$ cat src/rtl/board_mem.sv
// Board cell store: WIDTH x HEIGHT 2-bit cells, request/response access, sweep clear, occupancy count.
// Define BOARD_MEM_WAIT_EN to insert one WAIT cycle between acceptance and response.
module board_mem #(
  parameter int WIDTH  = 6,
  parameter int HEIGHT = 6
) (
  input  logic       clk,
  input  logic       rstn,
  input  logic       mem_in_valid,
  input  logic [2:0] mem_addr_x,
  input  logic [2:0] mem_addr_y,
  input  logic       mem_wr_en,
  input  logic [1:0] mem_wr_data,
  output logic [1:0] mem_rd_data,
  output logic       mem_ready,
  output logic       mem_err,
  input  logic       clr_start,
  output logic       clr_busy,
  output logic [5:0] occ_cnt
);

  localparam int CELLS = WIDTH * HEIGHT;
  localparam int IDX_W = (CELLS > 1) ? $clog2(CELLS) : 1;

  typedef enum logic [1:0] {S_IDLE, S_RESP, S_CLEAR, S_WAIT} state_t;

  state_t                 state_q, state_d;
  logic [CELLS-1:0][1:0]  cell_q, cell_d;
  logic [CELLS-1:0]       hit, clr_hit;
  logic [IDX_W-1:0]       clr_idx_q, clr_idx_d;
  logic [1:0]             rd_old, clr_old;
  logic [1:0]             rd_data_q, rd_data_d;
  logic                   err_q, err_d;
  logic [5:0]             occ_q, occ_d;
  logic                   accept, legal, clr_last;
`ifdef BOARD_MEM_WAIT_EN
  logic [1:0]             hold_q, hold_d;
`endif

  assign accept   = (state_q == S_IDLE) && mem_in_valid && !clr_start;
  assign legal    = |hit;
  assign clr_last = (clr_idx_q == IDX_W'(CELLS - 1));

  // Each cell decodes its own (x,y); an out-of-range address simply hits nothing.
  generate
    for (genvar gi = 0; gi < CELLS; gi++) begin : g_cell
      localparam logic [2:0] CX = 3'(gi % WIDTH);
      localparam logic [2:0] CY = 3'(gi / WIDTH);
      assign hit[gi]     = (mem_addr_x == CX) && (mem_addr_y == CY);
      assign clr_hit[gi] = (clr_idx_q == IDX_W'(gi));
      assign cell_d[gi]  = ((state_q == S_CLEAR) && clr_hit[gi]) ? 2'b00 :
                           (accept && hit[gi] && mem_wr_en)       ? mem_wr_data :
                                                                    cell_q[gi];
    end
  endgenerate

  always_comb begin
    rd_old  = 2'b00;
    clr_old = 2'b00;
    for (int i = 0; i < CELLS; i++) begin
      rd_old  = rd_old  | (hit[i]     ? cell_q[i] : 2'b00);
      clr_old = clr_old | (clr_hit[i] ? cell_q[i] : 2'b00);
    end
  end

  always_comb begin
    occ_d = occ_q;
    if (accept && legal && mem_wr_en) begin
      if ((rd_old == 2'b00) && (mem_wr_data != 2'b00))
        occ_d = occ_q + 6'd1;
      else if ((rd_old != 2'b00) && (mem_wr_data == 2'b00))
        occ_d = occ_q - 6'd1;
    end else if ((state_q == S_CLEAR) && (clr_old != 2'b00)) begin
      occ_d = occ_q - 6'd1;
    end
  end

  // Read value is taken at acceptance; with WAIT it is parked until the response edge.
  always_comb begin
    err_d     = accept ? !legal : err_q;
    clr_idx_d = (state_q == S_CLEAR) ? clr_idx_q + IDX_W'(1) : '0;
`ifdef BOARD_MEM_WAIT_EN
    hold_d    = accept ? rd_old : hold_q;
    rd_data_d = (state_q == S_WAIT) ? hold_q : rd_data_q;
`else
    rd_data_d = accept ? rd_old : rd_data_q;
`endif
  end

  always_comb begin
    state_d = state_q;
    case (state_q)
      S_IDLE: begin
        if (clr_start)
          state_d = S_CLEAR;
        else if (mem_in_valid)
`ifdef BOARD_MEM_WAIT_EN
          state_d = S_WAIT;
`else
          state_d = S_RESP;
`endif
      end
`ifdef BOARD_MEM_WAIT_EN
      S_WAIT:  state_d = S_RESP;
`endif
      S_RESP:  state_d = S_IDLE;
      S_CLEAR: if (clr_last) state_d = S_IDLE;
      default: state_d = S_IDLE;
    endcase
  end

  always_comb begin
    mem_ready = (state_q == S_RESP);
    mem_err   = (state_q == S_RESP) && err_q;
    clr_busy  = (state_q == S_CLEAR);
  end

  assign mem_rd_data = rd_data_q;
  assign occ_cnt     = occ_q;

  always_ff @(posedge clk) begin
    if (!rstn) begin
      state_q   <= S_IDLE;
      cell_q    <= '0;
      clr_idx_q <= '0;
      rd_data_q <= 2'b00;
      err_q     <= 1'b0;
      occ_q     <= 6'd0;
`ifdef BOARD_MEM_WAIT_EN
      hold_q    <= 2'b00;
`endif
    end else begin
      state_q   <= state_d;
      cell_q    <= cell_d;
      clr_idx_q <= clr_idx_d;
      rd_data_q <= rd_data_d;
      err_q     <= err_d;
      occ_q     <= occ_d;
`ifdef BOARD_MEM_WAIT_EN
      hold_q    <= hold_d;
`endif
    end
  end

endmodule

$ cat config.mk
export PLATFORM = sky130hd
export DESIGN_NAME = board_mem
export DESIGN_NICKNAME = d
export VERILOG_FILES = /design/src/rtl/board_mem.sv
export SDC_FILE = /design/constraint.sdc
export NUM_CORES = 1
export LEC_CHECK = 0
export ABC_AREA = 1
export CAP_MARGIN = 20
export CORE_ASPECT_RATIO = 0.8
export CORE_MARGIN = 5
export CORE_UTILIZATION = 24
export CTS_CLUSTER_SIZE = 10
export DETAILED_ROUTE_END_ITERATION = 8
export SKIP_CTS_REPAIR_TIMING = 1
export SLEW_MARGIN = 20
export SYNTH_ARGS = -nofsm -noshare
export SYNTH_HDL_FRONTEND = slang
export SYNTH_SLANG_ARGS = --single-unit
$ cat constraint.sdc
create_clock -name clk -period 2.49 [get_ports clk]
set_input_delay 0.6225 -clock clk [delete_from_list [all_inputs] [get_ports clk]]
set_output_delay 0.6225 -clock clk [all_outputs]
set_load 0.01 [all_outputs]
==> impl_metrics.yaml, run 1 <==
worst_setup_path:
  r2r_setup_slack_ns: 0.02
  r2r_end: "occ_cnt[3]$_SDFFE_PN0P_"
  timing.rr.start: "clr_idx_q[0]$_SDFF_PN0_"
  worst-setup-path-type: "reg2reg"
  cp_max_fo: 12
  endpoint_kind: "flip-flop"
  required_ns: 2.75
  crit_path_start_kind: "flip-flop"
  cp.arrival_ns: 2.73
  r2r_cells: 15
die:
  initial_core_util_pct: 24.3
  coreArea_mm2: 0.0224
  rows: 49
  die_y_um: 145
  io_pins: 24
  die_x_um: 178
  die_area_mm2: 0.0258
sta:
  rsz0062_at_grt: "true"
  worst_pin_slew_ns: 0.658
  skew_ns: 0.00838
  period_share_pct: 99.4
  whs_ns: 0.477
  max_slew_margin_pct: 56.1
  timing.fmax_mhz: 404
  final-hold-violation-count: 0
  setup_viol: 0
  finalCriticalPeriod_ns: 2.47
  worst_slack_ns: 0.0156
  drv_slew: 0
clock_tree:
  cts_max_level: 3
  clk_pin_slew_ns: 0.06
  cts_root_buf: "clkbuf_16"
  cts_buffer_depth: 2
  cts_tree: "yes"
  cts_sinks: 89
  worstSkewPairLatency_ns: 0.36
  cts-buffers-inserted: 9
power_and_ir_drop:
  power_density_mw_per_mm2: 431
  vdd_drop_max_mv: 0.325
  p_leak_nw: 3.28
  p_clk_share_pct: 42.3
  p_int_mw: 2.31
  swShare_pct: 26.9
  comb_power_share_pct: 12.0
  p_seq_share_pct: 45.7
  switchingPower_mw: 0.852
synthesis:
  synth_top_family_by_area: "simple AND/OR/NAND/NOR gates"
  synth-simple-area-share_pct: 38.2
  synth_area_mm2: 0.00545
  synth_top_area_share_pct: 32.7
  synthCells: 894
  ys_types: 38
  synth_compound_area_share_pct: 16.8
  synth-xor-area-share_pct: 1.45
  yosys_warnings: 0
  synth_most_common_cell: "nand2_1"
  ys_ff_latch: 89
  syn_nets: 914
  syn_area_per_cell_um2: 6.09
  yosys-top-cells-count: "nand2_1 (241), nor2_1 (168), inv_1 (98), dfxtp_1 (89), nand3_1 (55)"
  yosysTopAreaCell: "dfxtp_1"
  synth_ff_type: "dfxtp_1"
  synth_edf_count: 0
  synth.area.top_cells: "dfxtp_1 (33%), nand2_1 (17%), nor2_1 (12%), inv_1 (6.8%), a211oi_1 (5.8%)"
  synthArstFlopShare_pct: 0
  yosys.area_share.adder_pct: 1.61
  synth-seq-area-share_pct: 32.7
  synthMuxAreaShare_pct: 0
routing:
  route.antenna.remaining_nets: 0
  drtPass1Iterations: 6
  drt_iter0_markers: 731
  wire_per_inst_um: 16.2
  wl_um: 21300
  viasPerCell: 4.83
  drc: 0
  dr_total_vias: 6341
global_route:
  grt_pass1_vias: 5567
  grtUsageTotal_pct: 16.3
  antenna_found_initial: 1
  grt_max_degree: 36
  overflow: 0
  grt_pass1_wl_um: 32200
placement:
  hpwl_um: 16300
  gp_congestion: 1.03
  place_ws_ns: -1.13
  portBuffers: 23
worst_hold_path:
  hold_start: "clr_idx_q[0]$_SDFF_PN0_"
  worstHoldEndpoint: "clr_idx_q[0]$_SDFF_PN0_"
  whs_path_depth: 1
  min_path_type: "reg2reg"
final_layout:
  layout-drive-gt1-share_pct: 19.1
  n_antenna_cell: 0
  syn2layout_area_growth_pct: 34.8
  fin_util_pct: 32.7
  nNetsFinal: 1022
flow_run:
  max_cap_viol_count: 0
status:
  status: "completed"
layout by cell type (no fill, tap or decap), drive strengths merged, types with 12 or more instances in the layout:
master         netlist  routed
a211oi              42      42
a21oi               52      52
buf                 12     106
clkbuf              15      12
clkdlybuf4s50        0      17
dfxtp               89      89
inv                100     100
nand2              242     242
nand3               56      56
nand4               19      19
nor2               171     171
nor3                13      13
o21ai               47      47
state kept, by name, summed over array words and instances, names as in the netlist:
signal / flops
cell_q: 72
clr_idx_q: 6
err_q: 1
mem_rd_data: 2
occ_cnt: 6
state_q: 2
power groups by stage:
| stage | sequential, mW | clock (mW) | combinational [mW] |
|---|---|---|---|
| 2_1_floorplan | 1.48 | 0 | 0.171 |
| 3_3_place_gp | 1.48 | 0 | 0.336 |
| 3_5_place_dp | 1.48 | 0 | 0.335 |
| 4_1_cts | 1.45 | 1.36 | 0.337 |
| 5_1_grt | 1.45 | 1.41 | 0.410 |
| 6_report | 1.45 | 1.34 | 0.379 |
layer usage:
layer / global-route usage, % / share of wire, % / vias up
met1: 25.3 / 48 / 2890
li1: - / - / 3125
met2: 22.4 / 40 / 298
met4: 3.88 / 1.4 / 4
met5: 1.33 / 0.25 / -
met3: 3.35 / 9.9 / 24
final cells by class:
cell class,instances,area [um2]
Clock buffer,12,256
Clock inverter,4,27.5
Fill cell,2469,15100
Inverter,101,394
Multi-Input combinational cell,678,3430
Sequential cell,89,1780
Tap cell,306,383
Timing Repair Buffer,123,1070
cell families (layout without fill, tap and decap cells):
logic type / count (synthesis) / after routing
AO/OA/AOI/OAI: 154 / 154
flip-flops: 89 / 89
buffers and inverters: 128 / 240
adder cells (fa/ha/maj): 7 / 7
XOR/XNOR: 9 / 9
AND/OR/NAND/NOR: 507 / 508
through the flow:
stage | power, mW | cells | TNS, ns | instance area [um2]
2_1_floorplan | 1.65 | 894 | 0 | 5490
3_3_place_gp | 1.81 | 1288 | -7.73 | 6690
3_5_place_dp | 1.81 | 1288 | -7.67 | 6690
4_1_cts | 3.14 | 1304 | -4.62 | 6980
5_1_grt | 3.26 | 1313 | -0.346 | 7340
6_report | 3.16 | 1313 | 0 | 7340
worst max-delay path: stages, from the launching register on:
cell and delay, ns:
dfxtp_1 0.38, inv_1 0.09, ha_1 0.29, nand3_1 0.23, nor2_1 0.13, nand2_1 0.08
nand2_1 0.05, nor2_1 0.16, nand2_1 0.07, nor2_1 0.22, nand3_2 0.17, o21bai_4 0.18
buf_12 0.15, nand3_1 0.07, nand2_1 0.07, nor2_1 0.04
worst max-delay path by stage:
stage                            startpoint                 endpoint  slack, ns  cells after the start
floorplan                     mem_addr_y[2]  occ_cnt[0]$_SDFFE_PN0P_      0.004                     16
CTS                           mem_addr_x[2]  occ_cnt[3]$_SDFFE_PN0P_      -0.77                     18
global route                  mem_addr_y[1]  occ_cnt[5]$_SDFFE_PN0P_      -0.07                     22
detailed placement            mem_addr_x[2]  occ_cnt[1]$_SDFFE_PN0P_      -1.13                     18
finish              clr_idx_q[0]$_SDFF_PN0_  occ_cnt[3]$_SDFFE_PN0P_       0.02                     15
global placement              mem_addr_x[2]  occ_cnt[0]$_SDFFE_PN0P_      -1.15                     18
No activity file was read; power rests on OpenSTA's default activity.
==> inputs of run 2 (changes only) <==
ABC_CLOCK_PERIOD_IN_PS = 2490   (was not set)
SLEW_MARGIN = 40   (was 20)
==> results of run 2 <==
Final layout, timing and power as in run 1 (identical DEF).
